==> config.mk <==
export PLATFORM = sky130hd
export DESIGN_NAME = intseq
export DESIGN_NICKNAME = d
export VERILOG_FILES = /design/src/rtl/intseq_pkg.sv /design/src/rtl/intseq_nmi_edge.sv /design/src/rtl/intseq.sv
export SDC_FILE = /design/constraint.sdc
export NUM_CORES = 1
export LEC_CHECK = 0
export BUFFER_PORTS_ARGS = -buffer_cell sky130_fd_sc_hd__buf_2
export CORE_MARGIN = 3
export CORE_UTILIZATION = 47
export DETAILED_ROUTE_END_ITERATION = 7
export PLACE_DENSITY = 0.8
export SYNTH_ARGS = -nofsm -noshare
export SYNTH_HDL_FRONTEND = slang
export SYNTH_SLANG_ARGS = --single-unit
==> constraint.sdc <==
create_clock -name CLK -period 1.95 [get_ports CLK]
set_clock_uncertainty 0.1 [all_clocks]
set_input_delay 0.0975 -clock CLK [delete_from_list [all_inputs] [get_ports CLK]]
set_output_delay 0.0975 -clock CLK [all_outputs]
set_load 0.01 [all_outputs]
==> src/rtl/intseq_pkg.sv <==
// Shared encodings for the interrupt/reset sequencer: states, entry kinds,
// vector bases and the datapath select codes it drives.
package intseq_pkg;

    typedef enum logic [2:0] {
        ST_IDLE, ST_DUMMY, ST_PUSH_PCH, ST_PUSH_PCL,
        ST_PUSH_P, ST_VEC_LO, ST_VEC_HI, ST_FIN
    } state_e;

    typedef enum logic [1:0] {K_RES, K_NMI, K_BRK, K_IRQ} kind_e;

    localparam logic [15:0] C_VEC_NMI = 16'hFFFA;
    localparam logic [15:0] C_VEC_RES = 16'hFFFC;
    localparam logic [15:0] C_VEC_IRQ = 16'hFFFE;

    // Code 0 of every field is the idle/hold meaning, except P_SRC (0 = load DL).
    localparam logic [1:0] C_DB_OUT_NONE    = 2'd0;
    localparam logic [1:0] C_DB_OUT_PCH     = 2'd1;
    localparam logic [1:0] C_DB_OUT_PCL     = 2'd2;
    localparam logic [1:0] C_DB_OUT_P       = 2'd3;
    localparam logic [1:0] C_PCADDER_HOLD   = 2'd0;
    localparam logic [1:0] C_PCADDER_INC    = 2'd1;
    localparam logic       C_PCL_SRC_ADDER  = 1'b0;
    localparam logic       C_PCL_SRC_DL     = 1'b1;
    localparam logic       C_PCH_SRC_ADDER  = 1'b0;
    localparam logic       C_PCH_SRC_DL     = 1'b1;
    localparam logic [1:0] C_REG_SRC_DB     = 2'd0;
    localparam logic [1:0] C_REG_SRC_ALU    = 2'd1;
    localparam logic [1:0] C_P_SRC_DL       = 2'd0;
    localparam logic [1:0] C_P_SRC_HOLD     = 2'd1;
    localparam logic [1:0] C_P_SRC_OR       = 2'd2;
    localparam logic [1:0] C_P_SRC_ANDN     = 2'd3;
    localparam logic [7:0] C_P_MASK_B       = 8'h10;
    localparam logic [7:0] C_P_MASK_I       = 8'h04;
    localparam logic [2:0] C_ALU_CTRL_ADD   = 3'd0;
    localparam logic [2:0] C_ALU_CTRL_DEC   = 3'd1;
    localparam logic [1:0] C_ALU_SRC_A_A    = 2'd0;
    localparam logic [1:0] C_ALU_SRC_A_S    = 2'd1;
    localparam logic [1:0] C_ALU_SRC_B_DB   = 2'd0;
    localparam logic [1:0] C_ALU_SRC_B_ZERO = 2'd1;
    localparam logic [1:0] C_ABL_SRC_PCL    = 2'd0;
    localparam logic [1:0] C_ABL_SRC_S      = 2'd1;
    localparam logic [1:0] C_ABL_SRC_ALU    = 2'd2;
    localparam logic [1:0] C_ABH_SRC_PCH_WD = 2'd0;
    localparam logic [1:0] C_ABH_SRC_01     = 2'd1;

    typedef struct packed {
        logic [1:0] db_out_src;
        logic       dl_we;
        logic [1:0] pcadder_ctrl;
        logic       pcl_src;
        logic       pch_src;
        logic       pcl_we;
        logic       pch_we;
        logic [1:0] reg_src;
        logic       s_we;
        logic [1:0] p_src;
        logic [7:0] p_mask;
        logic [2:0] alu_ctrl;
        logic [1:0] alu_src_a;
        logic [1:0] alu_src_b;
        logic [1:0] abl_src;
        logic [1:0] abh_src;
        logic       abl_we;
        logic       abh_we;
        logic       mem_we;
    } ctl_t;

    function automatic logic [15:0] vec_base(input kind_e k);
        case (k)
            K_NMI:   return C_VEC_NMI;
            K_RES:   return C_VEC_RES;
            default: return C_VEC_IRQ;
        endcase
    endfunction

endpackage

==> src/rtl/intseq_nmi_edge.sv <==
// NMI falling-edge detector with a sticky pending flag, cleared when the
// sequencer takes an NMI. A new edge in the clear cycle is not lost.
module intseq_nmi_edge (
    input  logic clk_i,
    input  logic rst_ni,
    input  logic nmi_n_i,
    input  logic clr_i,
    output logic pend_o
);

    logic prev_q, pend_q, pend_d;

    assign pend_d = (prev_q & ~nmi_n_i) | (pend_q & ~clr_i);
    assign pend_o = pend_q;

    // prev resets low so an input that is already low never counts as an edge
    always_ff @(posedge clk_i) begin
        if (!rst_ni) begin
            prev_q <= 1'b0;
            pend_q <= 1'b0;
        end else begin
            prev_q <= nmi_n_i;
            pend_q <= pend_d;
        end
    end

endmodule

==> src/rtl/intseq.sv <==
// RES/NMI/IRQ/BRK entry sequencer: owns the datapath bundle for the 7-cycle
// push / vector fetch / PC load sequence while BUSY is high.
module intseq
    import intseq_pkg::*;
(
    input  logic        CLK,
    input  logic        RES_N,
    input  logic        NMI_N,
    input  logic        IRQ_N,
    input  logic        INSTR_END,
    input  logic        BRK_REQ,
    input  logic [8:0]  FLAG,
    output logic        TAKE,
    output logic        BUSY,
    output logic        DONE,
    output logic        MEM_WE,
    output logic        VADDR_EN,
    output logic [15:0] VADDR,
    output logic [1:0]  DB_OUT_SRC,
    output logic        DL_WE,
    output logic [1:0]  PCADDER_CTRL,
    output logic        PCL_SRC,
    output logic        PCH_SRC,
    output logic        PCL_WE,
    output logic        PCH_WE,
    output logic [1:0]  REG_SRC,
    output logic        S_WE,
    output logic [1:0]  P_SRC,
    output logic [7:0]  P_MASK,
    output logic [2:0]  ALU_CTRL,
    output logic [1:0]  ALU_SRC_A,
    output logic [1:0]  ALU_SRC_B,
    output logic [1:0]  ABL_SRC,
    output logic [1:0]  ABH_SRC,
    output logic        ABL_WE,
    output logic        ABH_WE
);

    state_e      state_q, state_d;
    kind_e       kind_q, kind_d;
    logic        inc_q, inc_d;
    logic        busy_q, done_q;
    logic        vaddr_en_q, vaddr_en_d;
    logic [15:0] vaddr_q, vaddr_d;
    logic        nmi_pend, irq_req, start, take, push;
    ctl_t        ctl;
    logic        unused_flag;

    assign unused_flag = ^{FLAG[8:3], FLAG[1:0]};
    assign irq_req     = ~IRQ_N & ~FLAG[2];
    assign start       = BRK_REQ | (INSTR_END & (nmi_pend | irq_req));

    intseq_nmi_edge u_nmi_edge (
        .clk_i   (CLK),
        .rst_ni  (RES_N),
        .nmi_n_i (NMI_N),
        .clr_i   (take & nmi_pend),
        .pend_o  (nmi_pend)
    );

    always_comb begin
        state_d    = state_q;
        kind_d     = kind_q;
        inc_d      = inc_q;
        vaddr_d    = vaddr_q;
        vaddr_en_d = vaddr_en_q;
        take       = 1'b0;
        push       = 1'b0;
        ctl        = '0;
        ctl.p_src  = C_P_SRC_HOLD;
        // Holding reset suppresses every write, including the one in flight.
        if (RES_N) begin
            case (state_q)
                ST_IDLE: if (start) begin
                    take    = 1'b1;
                    state_d = ST_DUMMY;
                    kind_d  = nmi_pend ? K_NMI : (BRK_REQ ? K_BRK : K_IRQ);
                    inc_d   = BRK_REQ;
                end
                ST_DUMMY: begin
                    state_d     = ST_PUSH_PCH;
                    ctl.abl_src = C_ABL_SRC_S;
                    ctl.abh_src = C_ABH_SRC_01;
                    ctl.abl_we  = 1'b1;
                    ctl.abh_we  = 1'b1;
                    // a BRK displaced by NMI still steps past its padding byte
                    if (inc_q) begin
                        ctl.pcadder_ctrl = C_PCADDER_INC;
                        ctl.pcl_we       = 1'b1;
                        ctl.pch_we       = 1'b1;
                    end
                    ctl.p_mask = C_P_MASK_B;
                    if (kind_q == K_BRK)      ctl.p_src = C_P_SRC_OR;
                    else if (kind_q != K_RES) ctl.p_src = C_P_SRC_ANDN;
                end
                ST_PUSH_PCH: begin
                    state_d        = ST_PUSH_PCL;
                    push           = 1'b1;
                    ctl.db_out_src = C_DB_OUT_PCH;
                    ctl.abl_src    = C_ABL_SRC_ALU;
                    ctl.abl_we     = 1'b1;
                end
                ST_PUSH_PCL: begin
                    state_d        = ST_PUSH_P;
                    push           = 1'b1;
                    ctl.db_out_src = C_DB_OUT_PCL;
                    ctl.abl_src    = C_ABL_SRC_ALU;
                    ctl.abl_we     = 1'b1;
                end
                ST_PUSH_P: begin
                    state_d        = ST_VEC_LO;
                    push           = 1'b1;
                    ctl.db_out_src = C_DB_OUT_P;
                    vaddr_d        = vec_base(kind_q);
                    vaddr_en_d     = 1'b1;
                end
                ST_VEC_LO: begin
                    state_d    = ST_VEC_HI;
                    ctl.dl_we  = 1'b1;
                    ctl.p_src  = C_P_SRC_OR;
                    ctl.p_mask = C_P_MASK_I;
                    vaddr_d    = vaddr_q + 16'd1;
                end
                ST_VEC_HI: begin
                    state_d     = ST_FIN;
                    ctl.pcl_src = C_PCL_SRC_DL;
                    ctl.pcl_we  = 1'b1;
                    ctl.dl_we   = 1'b1;
                    vaddr_en_d  = 1'b0;
                end
                ST_FIN: begin
                    state_d     = ST_IDLE;
                    ctl.pch_src = C_PCH_SRC_DL;
                    ctl.pch_we  = 1'b1;
                    ctl.abh_src = C_ABH_SRC_PCH_WD;
                    ctl.abl_src = C_ABL_SRC_PCL;
                    ctl.abh_we  = 1'b1;
                    ctl.abl_we  = 1'b1;
                end
                default: state_d = ST_IDLE;
            endcase
            if (push) begin
                ctl.mem_we    = (kind_q != K_RES);
                ctl.alu_src_a = C_ALU_SRC_A_S;
                ctl.alu_src_b = C_ALU_SRC_B_ZERO;
                ctl.alu_ctrl  = C_ALU_CTRL_DEC;
                ctl.reg_src   = C_REG_SRC_ALU;
                ctl.s_we      = 1'b1;
            end
        end
    end

    always_ff @(posedge CLK) begin
        if (!RES_N) begin
            state_q    <= ST_DUMMY;
            kind_q     <= K_RES;
            inc_q      <= 1'b0;
            busy_q     <= 1'b1;
            done_q     <= 1'b0;
            vaddr_en_q <= 1'b0;
            vaddr_q    <= 16'h0000;
        end else begin
            state_q    <= state_d;
            kind_q     <= kind_d;
            inc_q      <= inc_d;
            busy_q     <= (state_d != ST_IDLE);
            done_q     <= (state_d == ST_FIN);
            vaddr_en_q <= vaddr_en_d;
            vaddr_q    <= vaddr_d;
        end
    end

    assign TAKE         = take;
    assign BUSY         = busy_q;
    assign DONE         = done_q;
    assign VADDR_EN     = vaddr_en_q;
    assign VADDR        = vaddr_q;
    assign MEM_WE       = ctl.mem_we;
    assign DB_OUT_SRC   = ctl.db_out_src;
    assign DL_WE        = ctl.dl_we;
    assign PCADDER_CTRL = ctl.pcadder_ctrl;
    assign PCL_SRC      = ctl.pcl_src;
    assign PCH_SRC      = ctl.pch_src;
    assign PCL_WE       = ctl.pcl_we;
    assign PCH_WE       = ctl.pch_we;
    assign REG_SRC      = ctl.reg_src;
    assign S_WE         = ctl.s_we;
    assign P_SRC        = ctl.p_src;
    assign P_MASK       = ctl.p_mask;
    assign ALU_CTRL     = ctl.alu_ctrl;
    assign ALU_SRC_A    = ctl.alu_src_a;
    assign ALU_SRC_B    = ctl.alu_src_b;
    assign ABL_SRC      = ctl.abl_src;
    assign ABH_SRC      = ctl.abh_src;
    assign ABL_WE       = ctl.abl_we;
    assign ABH_WE       = ctl.abh_we;

endmodule

==> flow_metrics.py, run 1 <==
metrics = {
    "detailed_routing": {
        "num_vias": 1432,
        "first_iter_violations": 122,
        "wl_per_cell_um": 12.1,
        "routed_wl_mm": 3.41,
        "vias_per_cell": 5.08,
        "drc_errors": 0,
        "firstDrtPassIters": 4,
        "postRouteAntennaNets": 0,
    },
    "setup_path": {
        "slowest_stage": "dfxtp_1",
        "cp.arrival_ps": 1600,
        "r2r_start": "VADDR[0]$_SDFFE_PN0P_",
        "r2r-end": "VADDR[14]$_SDFFE_PN0P_",
        "cp.required_ps": 1750,
        "endpoint_kind": "output port",
        "worstRegToRegCells": 5,
        "slowest_delay_ps": 450,
        "worstPathMaxFanout": 16,
        "crit_chain": "nand2b_1 > nor2_2 > buf_4 > o21a_1 > buf_2",
        "critPathKind": "flop to output port",
        "cp_top_family": "flip-flops",
        "cp.buffers_inverters": 2,
        "start_kind": "flop",
        "reg2reg_slack_ps": 220,
    },
    "timing": {
        "fin_crit_ps": 1800,
        "slew_violations": 0,
        "setup_tns_ps": 0,
        "finalHoldViolCount": 0,
        "setup_slack_ps": 153,
        "min_period_over_period_pct": 92.2,
        "setup_viol": 0,
        "grt_setup_unrepaired": "false",
        "max_freq_ghz": 0.556,
    },
    "cts": {
        "postCtsSetupRepairBufs": 0,
        "cts_buffers": 3,
        "clockBufferDepth": 2,
        "htree_num_levels": 1,
        "cts_tree": "done",
        "clock_latency_ps": 340,
        "clk_pin_slew_ps": 150,
        "cts_root_buf": "clkbuf_4",
        "clock-sinks": 27,
    },
    "final_layout": {
        "area_delta_synth_final_pct": 18.6,
        "fin_area_sq_um": 1860,
        "final_nets": 255,
        "layout-drive-gt1-share_pct": 29.8,
        "seqCellArea_sq_um": 543,
        "final_cell_mix": "49 x buf_2, 25 x dfxtp_1, 17 x nand2_1",
        "nFillCells": 293,
        "multi_input_area_sq_um": 873,
        "n_antenna_cell": 0,
        "final_common_cell": "buf_2",
    },
    "grt": {
        "grt_max_degree": 31,
        "grt_remaining_overflow": 0,
        "grt_pass1_wl_mm": 5.77,
        "antenna_found_initial": 0,
        "grtUsageTotal_pct": 17.2,
        "grt_pass1_vias": 1283,
    },
    "yosys": {
        "seq_area_frac_synth_pct": 34.5,
        "syn_avg_cell_area_sq_um": 8.25,
        "syn_area_sq_um": 1570,
        "synth_cells": 190,
        "yosysWarnings": 0,
        "ys_types": 42,
        "synth_seq_cells": 27,
    },
    "place": {
        "dp_hpwl_mm": 2.50,
        "io_buffers": 49,
        "place_area_sq_um": 1780,
        "gp_congestion": 0.931,
        "pre_cts_slack_ps": 245,
    },
    "die": {
        "rows": 20,
        "die_w_um": 63.8,
        "ios": 71,
        "coreArea_sq_um": 3130,
        "initial_core_util_pct": 50.1,
        "die-area_sq_um": 4060,
        "die_y_um": 63.8,
    },
    "status": {
        "status": "completed",
    },
    "power": {
        "p_int_uw": 826,
        "p_leak_uw": 0.000965,
        "power_density_nw_per_um2": 664,
        "clkPwrFrac_pct": 20.5,
        "pwr-share-seq_pct": 52.3,
        "power_switching_uw": 409,
        "swShare_pct": 33.1,
        "p_comb_share_pct": 27.1,
        "power_uw": 1230,
        "ir_drop_uv": 354,
    },
    "min_path": {
        "hp-class": "input pin to flop",
        "timing.hold.worst_path_depth": 5,
        "hold_start": "FLAG[2]",
        "holdPathEnd": "state_q[0]$_SDFF_PN1_",
    },
    "job": {
        "cap_viol_max_count": 0,
    },
}
## logic make-up (layout without fill, tap and decap cells)
group / count (synthesis) / in the layout / share of synthesized area [%]
simple gates: 76 / 76 / 26.8
other cells: 1 / 13 / 0.239
xor+xnor: 9 / 9 / 5.03
fa+ha+maj: 1 / 1 / 0.798
buf+inv: 34 / 70 / 13.2
mux: 1 / 1 / 0.638
compound gates: 41 / 41 / 18.8
flops: 27 / 27 / 34.5
## cell type report
type	instances	area share, %
tap	44	2.96
sequential	27	29.2
inverter	6	1.21
timing repair buffer	60	18.2
clock buffer	3	1.21
clock inverter	1	0.269
multi-input combinational	141	47.0
## how the worst max path moves through the flow
stage	from	endpoint	slack, ps	cells past startpoint
after detailed placement	VADDR[0]$_SDFFE_PN0P_	VADDR[14]$_SDFFE_PN0P_	250	5
final	state_q[0]$_SDFF_PN1_	DB_OUT_SRC[1]	150	5
after global placement	VADDR[0]$_SDFFE_PN0P_	VADDR[12]$_SDFFE_PN0P_	300	5
after floorplan	VADDR[0]$_SDFFE_PN0P_	VADDR[12]$_SDFFE_PN0P_	390	5
after CTS	state_q[2]$_SDFF_PN0_	TAKE	80	5
after global routing	VADDR[0]$_SDFFE_PN0P_	VADDR[12]$_SDFFE_PN0P_	1	5
## sequential cells by signal, summed over array words and instances, names as in the netlist
signal             count
BUSY                   1
u_nmi_edge.prev_q      1
VADDR                 16
u_nmi_edge.pend_o      1
state_q                3
inc_q                  1
DONE                   1
VADDR_EN               1
kind_q                 2
## power groups by stage
stage / Clock [uW] / Sequential [uW] / Combinational, uW
global placement: 0 / 655 / 321
CTS: 260 / 644 / 334
finish: 254 / 646 / 335
detailed placement: 0 / 656 / 326
global route: 280 / 655 / 371
floorplan: 0 / 650 / 252
## worst reg2reg max path, stage by stage (launching register included)
cell and delay, ps:
dfxtp_1 430, ha_1 280, nand4b_1 180, nor2_1 330
nand4b_1 140, and3_1 200
## per-stage QoR
| stage | utilization (%) | std cells | hold WS (ps) |
|---|---|---|---|
| after detailed placement | 57.0 | 274 | 192 |
| after CTS | 59.2 | 282 | 241 |
| after global routing | 59.4 | 282 | 319 |
| after global placement | 57.0 | 274 | 190 |
| final | 59.4 | 282 | 266 |
| after floorplan | - | 202 | 91.8 |
## synthesized netlist by cell type
library cell	count	area, sq um
nor2_2	1	6.26
buf_2	3	15.0
a211oi_1	1	7.51
o211a_1	2	20.0
nand4b_1	3	26.3
o21bai_1	2	15.0
nor4_1	1	6.26
o21ai_0	9	45.0
nor4_4	1	21.3
clkbuf_1	5	18.8
o22ai_1	1	6.26
nor2b_1	6	37.5
a21o_1	1	7.51
nor2_1	12	45.0
a21oi_1	4	20.0
conb_1	1	3.75
inv_1	6	22.5
mux2i_1	1	10.0
and3_1	2	12.5
o221a_2	3	33.8
nand3b_1	1	7.51
or2_2	2	12.5
dfxtp_1	27	541
nor3_1	8	40.0
a21boi_0	1	7.51
o21a_1	10	75.1
and2_1	5	31.3
nand4_1	4	25.0
nand3_1	7	35.0
buf_4	20	150
nand4b_2	1	15.0
ha_1	1	12.5
a211o_1	3	26.3
xnor2_1	3	26.3
nand2b_1	2	12.5
xor2_1	6	52.6
o31ai_1	1	7.51
nand2_1	17	63.8
a2bb2o_1	1	10.0
o211ai_1	1	7.51
a31oi_1	1	6.26
nor3b_1	3	22.5
## routing by layer
metal  share of wire, %  vias up  routed length, um  GRT usage (%)
met4                1.1        0                 38           6.74
met1                 43      650               1480           21.0
met5                  0        -                  0              0
li1                   -      730                  -              -
met2                 50       47               1700           29.7
met3                5.7        5                194           3.16
## timing repair
item	4_1_cts	5_1_grt
setup endpoints to repair	1	4
endpoints found under the hold margin	5	0
hold buffers	4	0
gates resized for setup	1	3
(Power assumes the default switching activity.)
==> run 2: changes to the inputs <==
Settings changed: CORE_ASPECT_RATIO set to 0.8, CORE_UTILIZATION 47 to 44, PLACE_DENSITY 0.8 to 0.76.
==> run 2 against run 1 <==
Effect of this change: clock-buffer cell count stayed put; non-clock buffer count decreased by 2; cell area is 0.34% higher; critical path depth unchanged; hold slack got worse by 240 ps; fmax rose by 0.74%; final cell count fell by 2.1%; sequential cell count unchanged; utilization decreased by 1.9 points; worst setup slack improved by 13 ps; register-to-register slack better by 50 ps; critical endpoint is now TAKE; largest power group unchanged.
==> flow_metrics.py, run 2 (same netlist as run 1, synthesis figures left out) <==
metrics = {
    "cts": {
        "cts_root_buf": "clkbuf_8",
        "clk_pin_slew_ps": 90,
        "htree_num_levels": 1,
        "cts_buffers": 3,
        "clock-sinks": 27,
        "clockBufferDepth": 2,
        "clock_latency_ps": 280,
        "cts_tree": "done",
    },
    "detailed_routing": {
        "postRouteAntennaNets": 0,
        "firstDrtPassIters": 4,
        "routed_wl_mm": 3.48,
        "first_iter_violations": 129,
        "vias_per_cell": 5.12,
        "num_vias": 1413,
        "wl_per_cell_um": 12.6,
        "drc_errors": 0,
    },
    "place": {
        "dp_hpwl_mm": 2.63,
        "gp_congestion": 0.806,
        "io_buffers": 49,
        "pre_cts_slack_ps": 214,
    },
    "setup_path": {
        "cp.buffers_inverters": 2,
        "slowest_stage": "dfxtp_1",
        "worstPathMaxFanout": 10,
        "cp_top_family": "simple AND/OR/NAND/NOR gates",
        "endpoint_kind": "output port",
        "start_kind": "flop",
        "cp.required_ps": 1750,
        "crit_chain": "buf_4 > nor3_2 > nor2b_4 > and2_1 > buf_2",
        "slowest_delay_ps": 400,
        "worstRegToRegCells": 5,
        "critPathKind": "flop to output port",
        "r2r-end": "VADDR[8]$_SDFFE_PN0P_",
        "reg2reg_slack_ps": 270,
        "r2r_start": "VADDR[0]$_SDFFE_PN0P_",
        "cp.arrival_ps": 1590,
        "crit_start": "state_q[1]$_SDFF_PN0_",
    },
    "timing": {
        "setup_slack_ps": 166,
        "finalHoldViolCount": 0,
        "setup_viol": 0,
        "setup_tns_ps": 0,
        "holdWs_ps": 21.7,
        "fin_crit_ps": 1780,
        "grt_setup_unrepaired": "false",
        "max_freq_ghz": 0.560,
        "min_period_over_period_pct": 91.5,
        "slew_violations": 0,
    },
    "grt": {
        "grtUsageTotal_pct": 16.6,
        "busiest_layer": "met1",
        "use_met2_pct": 23.8,
        "grt_use_met1_pct": 24.7,
        "antenna_found_initial": 0,
        "grt_max_degree": 23,
        "grt_remaining_overflow": 0,
        "grt_pass1_vias": 1181,
        "gr-usage-met3_pct": 4.41,
        "grt_pass1_wl_mm": 5.67,
    },
    "power": {
        "pwr-share-seq_pct": 49.5,
        "p_leak_uw": 0.000961,
        "power_switching_uw": 421,
        "power_uw": 1310,
        "swShare_pct": 32.1,
        "p_comb_share_pct": 25.6,
        "clkPwrFrac_pct": 24.8,
        "power_density_nw_per_um2": 704,
        "ir_drop_uv": 543,
        "p_int_uw": 892,
    },
    "final_layout": {
        "final_common_cell": "buf_2",
        "final_nets": 253,
        "largest_register_ffs": 16,
        "postLayoutCoreUtil_pct": 57.5,
        "layout-drive-gt1-share_pct": 31.4,
        "area_delta_synth_final_pct": 19.0,
        "n_antenna_cell": 0,
        "nFillCells": 309,
        "final_cell_mix": "49 x buf_2, 25 x dfxtp_1, 17 x nand2_1",
    },
    "die": {
        "die-area_sq_um": 4320,
        "die_w_um": 72.7,
        "ios": 71,
        "initial_core_util_pct": 48.3,
        "coreArea_sq_um": 3240,
        "rows": 18,
        "die_y_um": 59.4,
    },
    "min_path": {
        "holdPathEnd": "state_q[0]$_SDFF_PN1_",
        "hold_start": "RES_N",
        "timing.hold.worst_path_depth": 2,
        "hp-class": "input pin to flop",
    },
    "job": {
        "cap_viol_max_count": 0,
    },
    "status": {
        "status": "completed",
    },
}
[run 2: cell count changes in the layout (fill, tap and decap cells not counted), sizes merged]
cell / before / now
clkinv: 1 / 0
clkinvlp: 0 / 1
dlygate4sd3: 4 / 2
[run 2: how the worst max path moves through the flow]
stage                     slack, ps                endpoint  cells after the start
after detailed placement        210  VADDR[14]$_SDFFE_PN0P_                      5
after global routing             10                  MEM_WE                      5
after CTS                        30                  MEM_WE                      5
after floorplan                 390  VADDR[12]$_SDFFE_PN0P_                      5
final                           170                    TAKE                      5
after global placement          260  VADDR[12]$_SDFFE_PN0P_                      5
[run 2: per-layer routing]
metal / part of all wire [%] / up-vias / routed length [um]
met3: 6.1 / 4 / 212
li1: - / 725 / -
met5: 0 / - / 0
met4: 0.72 / 0 / 25
met1: 49 / 643 / 1700
met2: 44 / 41 / 1540
[run 2: repair_timing]
action                     4_1_cts  5_1_grt
setup endpoints to repair        0       14
buffers inserted                 0        0
hold buffers                     2        0
hold endpoints to repair         3        0
gates resized for setup          0        7
[run 2: power by group through the flow]
| stage | combinational (uW) | clock, uW | sequential, uW |
|---|---|---|---|
| after CTS | 331 | 335 | 647 |
| final | 337 | 326 | 650 |
| after global routing | 373 | 357 | 659 |
| after global placement | 321 | 0 | 657 |
| after floorplan | 252 | 0 | 650 |
| after detailed placement | 325 | 0 | 660 |
[run 2: through the flow]
step	cells	area (sq um)
global route	276	1870
finish	276	1870
global placement	270	1780
CTS	276	1850
detailed placement	270	1780
floorplan	202	1610
[run 2: final cells by class]
class | instances | area [sq um] | share of cell area [%]
clock inverters | 1 | 7.51 | 0.402
inverters | 6 | 22.5 | 1.21
well taps | 40 | 50.0 | 2.68
flip-flops and latches | 27 | 543 | 29.1
repair buffers | 58 | 318 | 17.0
multi-input cells | 141 | 883 | 47.4
clock buffers | 3 | 41.3 | 2.21
==> run 3: changes to the inputs <==
--- a/constraint.sdc
+++ b/constraint.sdc
@@ -4,2 +4,2 @@
 set_output_delay 0.0975 -clock CLK [all_outputs]
-set_load 0.01 [all_outputs]
+set_load 0.005 [all_outputs]
==> run 3 against run 2 <==
Effect of this change: global-route usage is 0.90 points lower; utilization down 0.89 points; clock power shrank 3%; combinational power fell by 15%; largest power group unchanged; hold slack gained 23 ps; critical path type unchanged; register-to-register slack about the same; power is 4.4% lower.
==> flow_metrics.py, run 3 (same netlist as run 1, synthesis figures left out) <==
metrics = {
    "setup_path": {
        "endpoint_kind": "output port",
        "r2r-end": "VADDR[8]$_SDFFE_PN0P_",
        "cp.required_ps": 1750,
        "cp.arrival_ps": 1530,
        "worstRegToRegCells": 5,
        "start_kind": "flop",
        "critPathKind": "flop to output port",
        "worstPathMaxFanout": 14,
        "reg2reg_slack_ps": 260,
        "r2r_start": "VADDR[0]$_SDFFE_PN0P_",
    },
    "final_layout": {
        "largest_register_ffs": 16,
        "seqCellArea_sq_um": 544,
        "final_common_cell": "buf_2",
        "final_cell_mix": "49 x buf_2, 24 x dfxtp_1, 17 x nand2_1",
        "final_nets": 251,
        "nFillCells": 293,
        "multi_input_area_sq_um": 871,
        "area_delta_synth_final_pct": 17.2,
        "layout-drive-gt1-share_pct": 30.3,
        "n_antenna_cell": 0,
    },
    "die": {
        "rows": 18,
        "ios": 71,
        "coreArea_sq_um": 3240,
        "die_w_um": 72.7,
        "die-area_sq_um": 4320,
        "initial_core_util_pct": 48.3,
        "die_y_um": 59.4,
    },
    "detailed_routing": {
        "routed_wl_mm": 3.42,
        "first_iter_violations": 135,
        "drc_errors": 0,
        "num_vias": 1421,
        "postRouteAntennaNets": 0,
        "vias_per_cell": 5.19,
        "wl_per_cell_um": 12.5,
        "firstDrtPassIters": 4,
    },
    "grt": {
        "antenna_found_initial": 0,
        "use_met2_pct": 24.3,
        "grt_pass1_vias": 1180,
        "gr-usage-met3_pct": 3.73,
        "grt_remaining_overflow": 0,
        "grt_pass1_wl_mm": 5.46,
        "grtUsageTotal_pct": 15.7,
        "grt_use_met1_pct": 22.9,
        "grt_max_degree": 21,
        "busiest_layer": "met2",
    },
    "cts": {
        "clock_latency_ps": 270,
        "clock-sinks": 27,
        "postCtsSetupRepairBufs": 0,
        "htree_num_levels": 1,
        "clockBufferDepth": 2,
        "cts_buffers": 3,
        "cts_root_buf": "clkbuf_8",
        "cts_tree": "done",
        "clk_pin_slew_ps": 90,
    },
    "timing": {
        "slew_violations": 0,
        "max_freq_ghz": 0.578,
        "min_period_over_period_pct": 88.8,
        "fin_crit_ps": 1730,
        "grt_setup_unrepaired": "false",
        "setup_tns_ps": 0,
        "finalHoldViolCount": 0,
        "setup_viol": 0,
    },
    "power": {
        "pwr-share-seq_pct": 52.1,
        "p_leak_uw": 0.000951,
        "p_comb_share_pct": 22.8,
        "power_uw": 1260,
        "power_switching_uw": 375,
        "p_int_uw": 881,
        "clkPwrFrac_pct": 25.1,
        "power_density_nw_per_um2": 683,
        "ir_drop_uv": 367,
        "swShare_pct": 29.8,
    },
    "place": {
        "gp_congestion": 0.788,
        "dp_hpwl_mm": 2.59,
        "io_buffers": 49,
    },
    "status": {
        "status": "completed",
    },
    "min_path": {
        "hold_start": "INSTR_END",
        "holdPathEnd": "kind_q[1]$_SDFFE_PN0P_",
        "hp-class": "input pin to flop",
        "timing.hold.worst_path_depth": 3,
    },
    "job": {
        "cap_viol_max_count": 0,
    },
}
run 3: cell count changes in the layout (fill, tap and decap cells not counted):
cell / previous run / this run
buf_4: 7 / 5
nor2b_1: 5 / 6
nor2b_4: 1 / 0
nor3_1: 7 / 8
dfxtp_2: 2 / 3
clkinvlp_4: 1 / 0
nor3_2: 1 / 0
clkinv_2: 0 / 1
dfxtp_1: 25 / 24
run 3: critical path, stage by stage, from the launching register on:
cell	delay [ps]
dfxtp_2	490
inv_1	120
nor2_1	160
o21a_1	240
nor2b_1	150
buf_2	110
run 3: metrics by stage:
stage / util (%) / instance area, sq um / cells / hold WS, ps / setup slack [ps]
3_5_place_dp: 54.3 / 1760 / 268 / 199 / 197
5_1_grt: 56.6 / 1840 / 274 / 60.4 / 100
2_1_floorplan: - / 1610 / 202 / 91.8 / 433
3_3_place_gp: 54.3 / 1760 / 268 / 200 / 256
6_report: 56.6 / 1840 / 274 / 44.8 / 219
4_1_cts: 56.4 / 1830 / 274 / 33.7 / 56.6
run 3: area by class of cell:
type                            instances  share of cell area (%)
Clock buffer                            3                    2.25
Clock inverter                          1                   0.272
Inverter                                6                    1.23
Multi-Input combinational cell        141                    47.4
Sequential cell                        27                    29.6
Tap cell                               40                    2.72
Timing Repair Buffer                   56                    16.5
run 3: power groups by stage:
stage | sequential [uW] | clock (uW) | combinational (uW)
final | 654 | 315 | 286
after global routing | 663 | 346 | 321
after CTS | 651 | 334 | 285
after detailed placement | 665 | 0 | 281
after global placement | 663 | 0 | 278
after floorplan | 642 | 0 | 229
run 3: layer usage:
metal / share of wire [%] / vias up
met4: 0.23 / 0
met1: 49 / 651
met5: 0 / -
met3: 7.0 / 3
met2: 43 / 47
li1: - / 720
run 3: worst max-delay path by stage:
| stage | start | end | cells after the start |
|---|---|---|---|
| detailed placement | VADDR[0]$_SDFFE_PN0P_ | VADDR[14]$_SDFFE_PN0P_ | 5 |
| global route | state_q[0]$_SDFF_PN1_ | PCL_WE | 6 |
| CTS | state_q[1]$_SDFF_PN0_ | MEM_WE | 5 |
| global placement | VADDR[1]$_SDFFE_PN0P_ | VADDR[12]$_SDFFE_PN0P_ | 5 |
| floorplan | VADDR[0]$_SDFFE_PN0P_ | VADDR[12]$_SDFFE_PN0P_ | 5 |
| finish | state_q[1]$_SDFF_PN0_ | MEM_WE | 5 |
run 3: what timing repair did:
item	4_1_cts	5_1_grt
resized for setup	0	5
setup endpoints to repair	0	6
hold buffers	2	0
endpoints found under the hold margin	3	0
